$ cat src/rtl/pointwise_conv_mc_pkg.sv
// Shared defaults and fixed-point helpers for the multi-channel pointwise convolution.
package pointwise_pkg;

  localparam int DATA_W_DEF    = 16;
  localparam int FRAC_BITS_DEF = 8;
  localparam int CIN_DEF       = 4;

  // Wide enough that CIN full-scale products can never overflow.
  function automatic int acc_width(input int data_w, input int cin);
    return 2*data_w + ((cin > 1) ? $clog2(cin) : 0);
  endfunction

  function automatic logic signed [63:0] round_const(input int frac);
    return (frac > 0) ? (64'sd1 <<< (frac-1)) : 64'sd0;
  endfunction

  function automatic logic signed [63:0] sat_to_w(input logic signed [63:0] x, input int w);
    logic signed [63:0] hi, lo;
    hi = (64'sd1 <<< (w-1)) - 64'sd1;
    lo = -(64'sd1 <<< (w-1));
    if (x > hi) return hi;
    if (x < lo) return lo;
    return x;
  endfunction

endpackage

$ cat src/rtl/pointwise_conv_mc_if.sv
// Sample stream in, pixel stream out; the conv block is the slave side.
interface pointwise_conv_mc_if #(parameter int DATA_W = 16);
  logic                     pi_data_valid;
  logic signed [DATA_W-1:0] pi_data;
  logic                     po_data_valid;
  logic signed [DATA_W-1:0] po_data;
  logic                     frame_valid;

  modport slave  (input  pi_data_valid, pi_data,
                  output po_data_valid, po_data, frame_valid);
  modport master (output pi_data_valid, pi_data,
                  input  po_data_valid, po_data, frame_valid);
endinterface

$ cat src/rtl/pw_round_sat.sv
// S3/S4: bias add, round half-up, saturate, optional ReLU (macro PW_RELU_EN).
module pw_round_sat
  import pointwise_pkg::*;
#(
  parameter int ACC_W     = 34,
  parameter int DATA_W    = 16,
  parameter int FRAC_BITS = 8
) (
  input  logic                     sys_clk,
  input  logic                     sys_rst_n,
  input  logic                     clear,
  input  logic                     in_valid,
  input  logic                     in_frame,
  input  logic signed [ACC_W-1:0]  acc,
  input  logic signed [DATA_W-1:0] bias,
  output logic                     out_valid,
  output logic signed [DATA_W-1:0] out_data,
  output logic                     out_frame
);
  localparam int SUM_W = ACC_W + 1;

  logic signed [SUM_W-1:0]  sum_c, rnd_q;
  logic signed [63:0]       sat_c;
  logic signed [DATA_W-1:0] res_c;
  logic                     vld_q, frm_q;

  // Bias is aligned to the product's 2*FRAC_BITS scale before rounding away FRAC_BITS.
  always_comb begin
    sum_c = (SUM_W'(acc) + (SUM_W'(bias) <<< FRAC_BITS)
             + SUM_W'(round_const(FRAC_BITS))) >>> FRAC_BITS;
  end

  always_comb begin
    sat_c = sat_to_w(64'(rnd_q), DATA_W);
    res_c = DATA_W'(sat_c);
`ifdef PW_RELU_EN
    if (res_c < 0) res_c = '0;
`endif
  end

  always_ff @(posedge sys_clk or negedge sys_rst_n) begin
    if (!sys_rst_n) begin
      vld_q     <= 1'b0;
      frm_q     <= 1'b0;
      rnd_q     <= '0;
      out_valid <= 1'b0;
      out_frame <= 1'b0;
      out_data  <= '0;
    end else if (clear) begin
      vld_q     <= 1'b0;
      frm_q     <= 1'b0;
      out_valid <= 1'b0;
      out_frame <= 1'b0;
    end else begin
      vld_q     <= in_valid;
      frm_q     <= in_valid & in_frame;
      if (in_valid) rnd_q <= sum_c;
      out_valid <= vld_q;
      out_frame <= vld_q & frm_q;
      if (vld_q) out_data <= res_c;
    end
  end

endmodule

$ cat src/rtl/pointwise_conv_mc.sv
// Channel-serial 1x1 convolution: per-channel MAC across CIN samples, then round/saturate.
module pointwise_conv_mc
  import pointwise_pkg::*;
#(
  parameter int DATA_W    = DATA_W_DEF,
  parameter int CIN       = CIN_DEF,
  parameter int FRAC_BITS = FRAC_BITS_DEF,
  parameter int IMG_W     = 9
) (
  input  logic                     sys_clk,
  input  logic                     sys_rst_n,
  input  logic                     clear,
  input  logic [IMG_W-1:0]         image_size,
  input  logic [CIN*DATA_W-1:0]    weight,
  input  logic signed [DATA_W-1:0] bias,
  pointwise_conv_mc_if.slave       io
);
  localparam int ACC_W = acc_width(DATA_W, CIN);
  localparam int CH_W  = (CIN > 1) ? $clog2(CIN) : 1;
  localparam int PRD_W = 2*DATA_W;

  logic [CH_W-1:0]  ch;
  logic [IMG_W-1:0] col, row, size_q, size_eff;
  logic             frame_start, ch_last, col_last, row_last;

  // Size is taken live on the first sample of a frame, then held for the rest of it.
  always_comb begin
    frame_start = (ch == '0) && (col == '0) && (row == '0);
    size_eff    = frame_start ? image_size : size_q;
    ch_last     = (ch == CH_W'(CIN-1));
    col_last    = (col == size_eff - IMG_W'(1));
    row_last    = (row == size_eff - IMG_W'(1));
  end

  always_ff @(posedge sys_clk or negedge sys_rst_n) begin
    if (!sys_rst_n) begin
      ch     <= '0;
      col    <= '0;
      row    <= '0;
      size_q <= '0;
    end else if (clear) begin
      ch  <= '0;
      col <= '0;
      row <= '0;
    end else if (io.pi_data_valid) begin
      if (frame_start) size_q <= image_size;
      if (ch_last) begin
        ch <= '0;
        if (col_last) begin
          col <= '0;
          row <= row_last ? '0 : row + IMG_W'(1);
        end else begin
          col <= col + IMG_W'(1);
        end
      end else begin
        ch <= ch + CH_W'(1);
      end
    end
  end

  // vld_pipe[0]: S0 sample, [1]: S1 product, [2]: S2 pixel sum complete
  logic [2:0]               vld_pipe;
  logic signed [DATA_W-1:0] s0_data, w_sel;
  logic [CH_W-1:0]          s0_ch;
  logic                     s0_first, s0_last, s0_frame;
  logic signed [PRD_W-1:0]  s1_prod;
  logic                     s1_first, s1_last, s1_frame;
  logic signed [ACC_W-1:0]  acc;
  logic                     s2_frame;

  always_comb w_sel = weight[s0_ch*DATA_W +: DATA_W];

  always_ff @(posedge sys_clk or negedge sys_rst_n) begin
    if (!sys_rst_n) begin
      vld_pipe <= '0;
      s0_data  <= '0;
      s0_ch    <= '0;
      s0_first <= 1'b0;
      s0_last  <= 1'b0;
      s0_frame <= 1'b0;
      s1_prod  <= '0;
      s1_first <= 1'b0;
      s1_last  <= 1'b0;
      s1_frame <= 1'b0;
      acc      <= '0;
      s2_frame <= 1'b0;
    end else if (clear) begin
      vld_pipe <= '0;
      acc      <= '0;
      s2_frame <= 1'b0;
    end else begin
      vld_pipe <= {vld_pipe[1] & s1_last, vld_pipe[0], io.pi_data_valid};
      if (io.pi_data_valid) begin
        s0_data  <= io.pi_data;
        s0_ch    <= ch;
        s0_first <= (ch == '0);
        s0_last  <= ch_last;
        s0_frame <= ch_last & col_last & row_last;
      end
      if (vld_pipe[0]) begin
        s1_prod  <= s0_data * w_sel;
        s1_first <= s0_first;
        s1_last  <= s0_last;
        s1_frame <= s0_frame;
      end
      if (vld_pipe[1]) acc <= s1_first ? ACC_W'(s1_prod) : acc + ACC_W'(s1_prod);
      s2_frame <= vld_pipe[1] & s1_last & s1_frame;
    end
  end

  pw_round_sat #(
    .ACC_W     (ACC_W),
    .DATA_W    (DATA_W),
    .FRAC_BITS (FRAC_BITS)
  ) u_round_sat (
    .sys_clk   (sys_clk),
    .sys_rst_n (sys_rst_n),
    .clear     (clear),
    .in_valid  (vld_pipe[2]),
    .in_frame  (s2_frame),
    .acc       (acc),
    .bias      (bias),
    .out_valid (io.po_data_valid),
    .out_data  (io.po_data),
    .out_frame (io.frame_valid)
  );

endmodule

$ cat src/flat_wrapper.sv
// flat-port wrapper written by rule: the top's interface ports become plain ports
module pointwise_conv_mc_flat import pointwise_pkg::*;
#(
  parameter int DATA_W    = DATA_W_DEF,
  parameter int CIN       = CIN_DEF,
  parameter int FRAC_BITS = FRAC_BITS_DEF,
  parameter int IMG_W     = 9
)
  (sys_clk, sys_rst_n, clear, image_size, weight, bias, io_pi_data_valid, io_pi_data, io_po_data_valid, io_po_data, io_frame_valid);
  pointwise_conv_mc_if #(.DATA_W(DATA_W)) io_i ();
  input  logic sys_clk;
  input  logic sys_rst_n;
  input  logic clear;
  input  logic [IMG_W-1:0] image_size;
  input  logic [CIN*DATA_W-1:0] weight;
  input  logic signed [DATA_W-1:0] bias;
  input wire logic [$bits(io_i.pi_data_valid)-1:0] io_pi_data_valid;
  input wire logic [$bits(io_i.pi_data)-1:0] io_pi_data;
  output wire logic [$bits(io_i.po_data_valid)-1:0] io_po_data_valid;
  output wire logic [$bits(io_i.po_data)-1:0] io_po_data;
  output wire logic [$bits(io_i.frame_valid)-1:0] io_frame_valid;
  assign io_i.pi_data_valid = io_pi_data_valid;
  assign io_i.pi_data = io_pi_data;
  assign io_po_data_valid = io_i.po_data_valid;
  assign io_po_data = io_i.po_data;
  assign io_frame_valid = io_i.frame_valid;
  pointwise_conv_mc #(.DATA_W(DATA_W), .CIN(CIN), .FRAC_BITS(FRAC_BITS), .IMG_W(IMG_W)) u_core (.sys_clk(sys_clk), .sys_rst_n(sys_rst_n), .clear(clear), .image_size(image_size), .weight(weight), .bias(bias), .io(io_i));
endmodule
$ cat config.mk
export PLATFORM = sky130hd
export DESIGN_NAME = pointwise_conv_mc_flat
export DESIGN_NICKNAME = d
export VERILOG_FILES = /design/src/rtl/pointwise_conv_mc_pkg.sv /design/src/rtl/pointwise_conv_mc_if.sv /design/src/rtl/pw_round_sat.sv /design/src/rtl/pointwise_conv_mc.sv /design/src/flat_wrapper.sv
export SDC_FILE = /design/constraint.sdc
export NUM_CORES = 1
export LEC_CHECK = 0
export CAP_MARGIN = 40
export CORE_MARGIN = 3
export CORE_UTILIZATION = 35
export CTS_CLUSTER_DIAMETER = 80
export DETAILED_ROUTE_END_ITERATION = 8
export PLACE_DENSITY = 0.52
export SKIP_CTS_REPAIR_TIMING = 1
export SYNTH_ARGS = -nofsm -noshare
export SYNTH_HDL_FRONTEND = slang
export SYNTH_HIERARCHICAL = 1
export SYNTH_SLANG_ARGS = --single-unit
$ cat constraint.sdc
create_clock -name sys_clk -period 9.38 [get_ports sys_clk]
set_input_delay 1.876 -clock sys_clk [delete_from_list [all_inputs] [get_ports sys_clk]]
set_output_delay 1.876 -clock sys_clk [all_outputs]
set_load 0.02 [all_outputs]
======== Word level (Yosys, flattened, before mapping) ========
Index checks and enable logic that the tools add are counted.
storage, ports and cells
  bits in latches ......................... 0
  memory bits (read-only) ................. 0
  memories ................................ 0
  bits in writable memories ............... 0
  flip-flop bits (word level) ............. 170
operators by class
  add/sub/neg operators ................... 7
  bitwise gates (word level) .............. 7
  shift-type cells ........................ 1
  multiply operators ...................... 1
  magnitude comparators ................... 2
  div/mod/pow operators ................... 0
  equality and inequality tests ........... 3
  muxes and demuxes ....................... 29
  reduce and logical (&&, ||, !) cells .... 15
operators with widths
  kind                     count
  $mux W34                 3
  $mux W9                  10
  $mux W16                 4
  $shiftx A64 B7 Y16       1
  $add A34 B24 Y35         1
  $add A35 B9 Y35 const B  1
  $add A34 B32 Y34         1
  $mul A16 B16 Y32         1
  $gt A27 B16 Y1 const B   1
  $lt A27 B16 Y1 const B   1
  $add A9 B1 Y9 const B    2
  $eq A9 B9 Y1             2
  $logic_not A9 Y1         2
  $reduce_and A2 Y1        5
  $sub A9 B1 Y9 const B    1
  $mux W1                  8
  $reduce_bool A2 Y1       4
  $and A1 B1 Y1            6
  $mux W2                  3
  $mux W3                  1
  $reduce_and A3 Y1        1
  $add A2 B1 Y2 const B    1
  $eq A2 B2 Y1 const B     1
  $logic_and A1 B1 Y1      2
  2 further kinds          2

======== Longest topological paths before layout ========
  word-level depth ........................ 11
  depth in mapped cells ................... 27
  depth with buffers taken out ............ 24

======== Cells and area by module ========
Netlist, hierarchy kept.
modules (own cells, without submodules)
  module             cells each  area an instance (sq um)  sequential area each (sq um)  times used
  pointwise_conv_mc  1937        17943.5                   3078.0                        1
  pw_round_sat       388         3229.3                    1176.1                        1

======== Least setup slack after synthesis ========
OpenSTA, ideal clock, no wires.
  kind .................................... in2reg
  start ................................... input port weight[49]
  end ..................................... register u_core.s1_prod[28]
  setup slack ............................. 0.935 ns
  buffers on the path ..................... 1
  arrival ................................. 8.320 ns
  library setup time ...................... 0.125 ns
  cell stages on the path ................. 21
  cell sequence ........................... mux4_2 clkbuf_1 nand2_1 inv_1 fa_1 fa_1 fa_1 fa_1 fa_1 inv_1 fa_1 inv_1 ha_1 and2_1 or2_2 a21o_1 a221o_1 o311ai_0 nand2b_1 xor2_1 mux2_2
on the way
  longest elaborated chain between the ends .. 2
ends and longest elaborated chain
  what                  RTL line                  text
  from (decl)           flat_wrapper.sv:15        input logic [CIN*DATA_W-1:0] weight;
  $shiftx A64 B7 Y16    pointwise_conv_mc.sv:71   always_comb w_sel = weight[s0_ch*DATA_W +: DATA_W];
  $mul A16 B16 Y32      pointwise_conv_mc.sv:101  s1_prod <= s0_data * w_sel;
  to (signal assigned)  pointwise_conv_mc.sv:101
  to (decl)             pointwise_conv_mc.sv:66   logic signed [PRD_W-1:0] s1_prod;
No other way between the ends.
A chain may end at the register's enable or synchronous reset.

======== Final worst setup path ========
  start ................................... input port weight[31]
  end ..................................... register u_core.s1_prod[28]
Same word-level chain as after synthesis.

==> implementation parameters <==
Parameter                              Value

Status
  Status ... complete, no violations

Cells and area
  Share of cells above drive strength 1 ... under 10%
  Commonest non-fill, non-tap cells in the layout ... inv_1, nand2_1, fa_1
  Number of diodes ... 0
  Syn-to-layout area delta ... 13.2%
  Most common cell after layout, fill and taps aside ... inv_1
  Fill cell total of the finished layout ... between 5000 and 6000
  Final-stage net count ... around 2900

Synth
  Fraction of synthesized cell area taken by the top area cell type ... approximately 25%
  Cells after synthesis ... between 2000 and 2500
  Leading area contributor after synthesis ... fa_1
  Register area share after synthesis ... about a fifth
  Number of distinct library cell variants in the gate-level netlist after synthesis ... 86
  Netlist area before placement ... between 0.02 and 0.025 sq mm
  Cell types with the largest area share after synthesis ... fa_1, dfrtp_1, ha_1, inv_1, nand2_1
  Share of async-settable or async-resettable flops after synthesis ... between 90% and 100%
  Top_reg_cell synth ... dfrtp_1
  Nets in the synthesized netlist ... 2846
  EDFF count, synth ... 0
  Synthesized flop and latch total ... 170
  Avg Inst Size Synth ... 9.11 sq um
  Count of warnings emitted by yosys ... 6

Floorplan
  Row cnt ... a little under 90
  Core area ... between 0.05 and 0.06 sq mm
  Floorplan die area ... around 0.063 sq mm
  Chip height ... ~250 um
  Top-Level Pins ... between 100 and 150
  Initial Utilization ... between 30% and 40%
  Die outline width ... approximately 250 um

Clocking
  Clock transition time at the flip-flop clock pins of the worst setup and hold paths ... 0.06 ns
  CTS Root Cell ... clkbuf_16
  Clock buffers created by TritonCTS ... 17
  Number of H-tree levels ... 4
  Num Clock Sinks ... 170
  Bufs on Longest Clock Path ... 2
  Clock latency of the later-clocked register in the worst-skew pair ... roughly 0.48 ns
  CTS tree ... done

Timing
  Actual transition at the worst max-transition pin ... slightly below 0.9 ns
  Setup repair after global routing missed its margin ... false
  Final critical-path share of the clock period ... between 90 and 100%
  Final Hold Viols ... 0
  Final number of setup-violating endpoints ... 0
  Minimum clock period after layout ... 8.68 ns
  Max Clock Freq ... about 0.12 GHz
  Remaining max-slew budget at the tightest pin ... ~41%
  Final TNS setup ... 0 ns
  Number of pins with negative max-slew slack in the final report ... 0
  Worst Skew ... between 0.015 and 0.02 ns

Setup path
  Arrival @ worst endpoint ... roughly 9.0 ns
  Worst setup path class ... in2reg
  Req. time, crit path ... ~9.7 ns
  Element type at the critical path end ... register
  Startpoint kind of the worst setup timing path ... input port
  Largest driver fanout on the critical path ... 12

Detailed routing
  Final ANT Viol Nets ... 0
  Avg WL per Cell ... roughly 17 um
  Vias per std cell ... roughly 5.0
  Number of detailed-routing iterations run before antenna repair ... 5
  Vias after detailed routing ... approximately 16000
  Violation count after the first detailed-route iteration ... 700
  Drc violations ... 0
  Detailed Route WL ... 53500 um

GRT
  Total global-route track usage ... 17.4%
  Wire length of the first global-routing pass ... around 89000 um
  Grt ovf ... 0
  Pin count of the biggest net entering global routing ... 95
  Initial antenna violation count ... 0
  Number of global-route vias before repair ... between 15000 and 20000

Job
  # Max-Cap Violations ... 0

Place
  Port-buffer cells ... ~130
  Final weighted congestion of routability-driven global placement ... around 0.84
  Sum of net half-perimeters after detailed placement ... 42500 um

Hold path
  Type of the most critical hold path ... reg2reg
[Yosys cell counts (4+ instances only)]
library cell / count
a2bb2oi_1: 6
nor4_1: 7
and2_1: 138
xnor2_1: 58
clkbuf_1: 82
a311oi_1: 15
mux4_2: 15
a211o_1: 4
o31ai_1: 11
a21o_1: 42
nand2_1: 283
nor2_1: 123
o211ai_1: 16
fa_1: 264
o311ai_0: 4
o21bai_1: 12
xor2_1: 39
mux2_2: 33
o21a_1: 18
a21oi_1: 91
buf_1: 4
or2_2: 11
nor3_1: 22
nand2b_1: 13
and3_1: 11
nand4_1: 17
a31o_2: 4
mux2i_1: 19
o2111ai_1: 4
nor3b_1: 7
nand3_1: 31
inv_1: 353
a31oi_1: 14
a21boi_0: 4
or3_1: 17
ha_1: 148
dfrtp_1: 170
o21ai_0: 104
a2111oi_0: 4
nor2b_1: 11
a211oi_1: 29
[metrics by stage]
step	std cells	hold WS, ns	util, %	setup WS [ns]	area (sq um)
2_1_floorplan	2325	0.428	-	0.935	21200
3_3_place_gp	3161	0.434	39.1	0.185	23300
3_5_place_dp	3168	0.436	39.3	0.156	23400
4_1_cts	3200	0.450	40.3	0.693	24000
5_1_grt	3200	0.485	40.3	0.351	24000
6_report	3200	0.447	40.3	0.700	24000
[flip-flops by register name, summed over array words and instances (netlist names)]
register / count
u_core/s0_last: 1
u_core/u_round_sat/out_data: 16
u_core/u_round_sat/frm_q: 1
u_core/s1_last: 1
u_core/u_round_sat/vld_q: 1
u_core/u_round_sat/out_frame: 1
u_core/s1_frame: 1
u_core/s0_first: 1
u_core/s0_ch: 2
u_core/size_q: 9
u_core/u_round_sat/rnd_q: 27
u_core/s2_frame: 1
u_core/row: 9
u_core/s1_first: 1
u_core/s0_frame: 1
u_core/acc: 34
u_core/u_round_sat/out_valid: 1
u_core/vld_pipe: 3
u_core/col: 9
u_core/ch: 2
u_core/s0_data: 16
u_core/s1_prod: 32
[worst paths after layout]
kind                                                endpoint  cells past startpoint                      from  slack, ns
worst max register to register            u_core/s1_prod[31]                     21           u_core/s0_ch[1]       1.69
worst min register to register  u_core/u_round_sat/out_frame                      1  u_core/u_round_sat/frm_q       0.45
min in group asynchronous        u_core/u_round_sat/rnd_q[1]                      1                 sys_rst_n       1.25
worst max-delay path                      u_core/s1_prod[28]                     22                weight[31]       0.70
worst min-delay path            u_core/u_round_sat/out_frame                      1  u_core/u_round_sat/frm_q       0.45
max in group asynchronous                      u_core/row[0]                      2                 sys_rst_n       7.10
[critical path, cell delays in order]
cell,delay [ns]
clkdlybuf4s50_1,0.40
mux2_2,0.26
o21ai_1,0.56
buf_4,0.31
nor2_1,0.08
fa_1,0.53
fa_1,0.51
fa_1,0.51
fa_1,0.52
fa_1,0.55
inv_1,0.06
fa_1,0.52
inv_1,0.04
ha_1,0.35
and2_1,0.17
or2_2,0.27
a21o_1,0.18
a221o_1,0.36
o311ai_0,0.42
nand2b_1,0.12
xor2_1,0.15
mux2_2,0.26
[routing by layer]
metal	track usage, %	wire length (um)	up-vias
li1	-	-	7839
met1	23.9	25800	7833
met2	29.1	24900	275
met3	2.85	1950	34
met4	4.10	846	0
met5	0	0	-
[cells by family after synthesis]
family | after synthesis | synth area share [%]
AOI/OAI and AO/OA | 428 | 13.7
xor gates and xnor gates | 100 | 4.34
adders and majority gates | 412 | 33.7
buffers and inverters | 442 | 7.88
DFF | 170 | 20.1
muxes | 67 | 4.25
and+or+nand+nor | 706 | 16.1
[cell type report]
type                            count  area (sq um)  area share [%]
Clock buffer                       22           454            1.89
Sequential cell                   170          4260            17.8
Inverter                          354          1330            5.54
Tap cell                          773           967            4.03
Multi-Input combinational cell   1713         15300            63.7
Clock inverter                     10           119           0.496
Timing Repair Buffer              158          1590            6.61
Power is left out: the tool's default activity adds up to more than one toggle a clock period on the data nets, which glitch-free logic cannot reach.
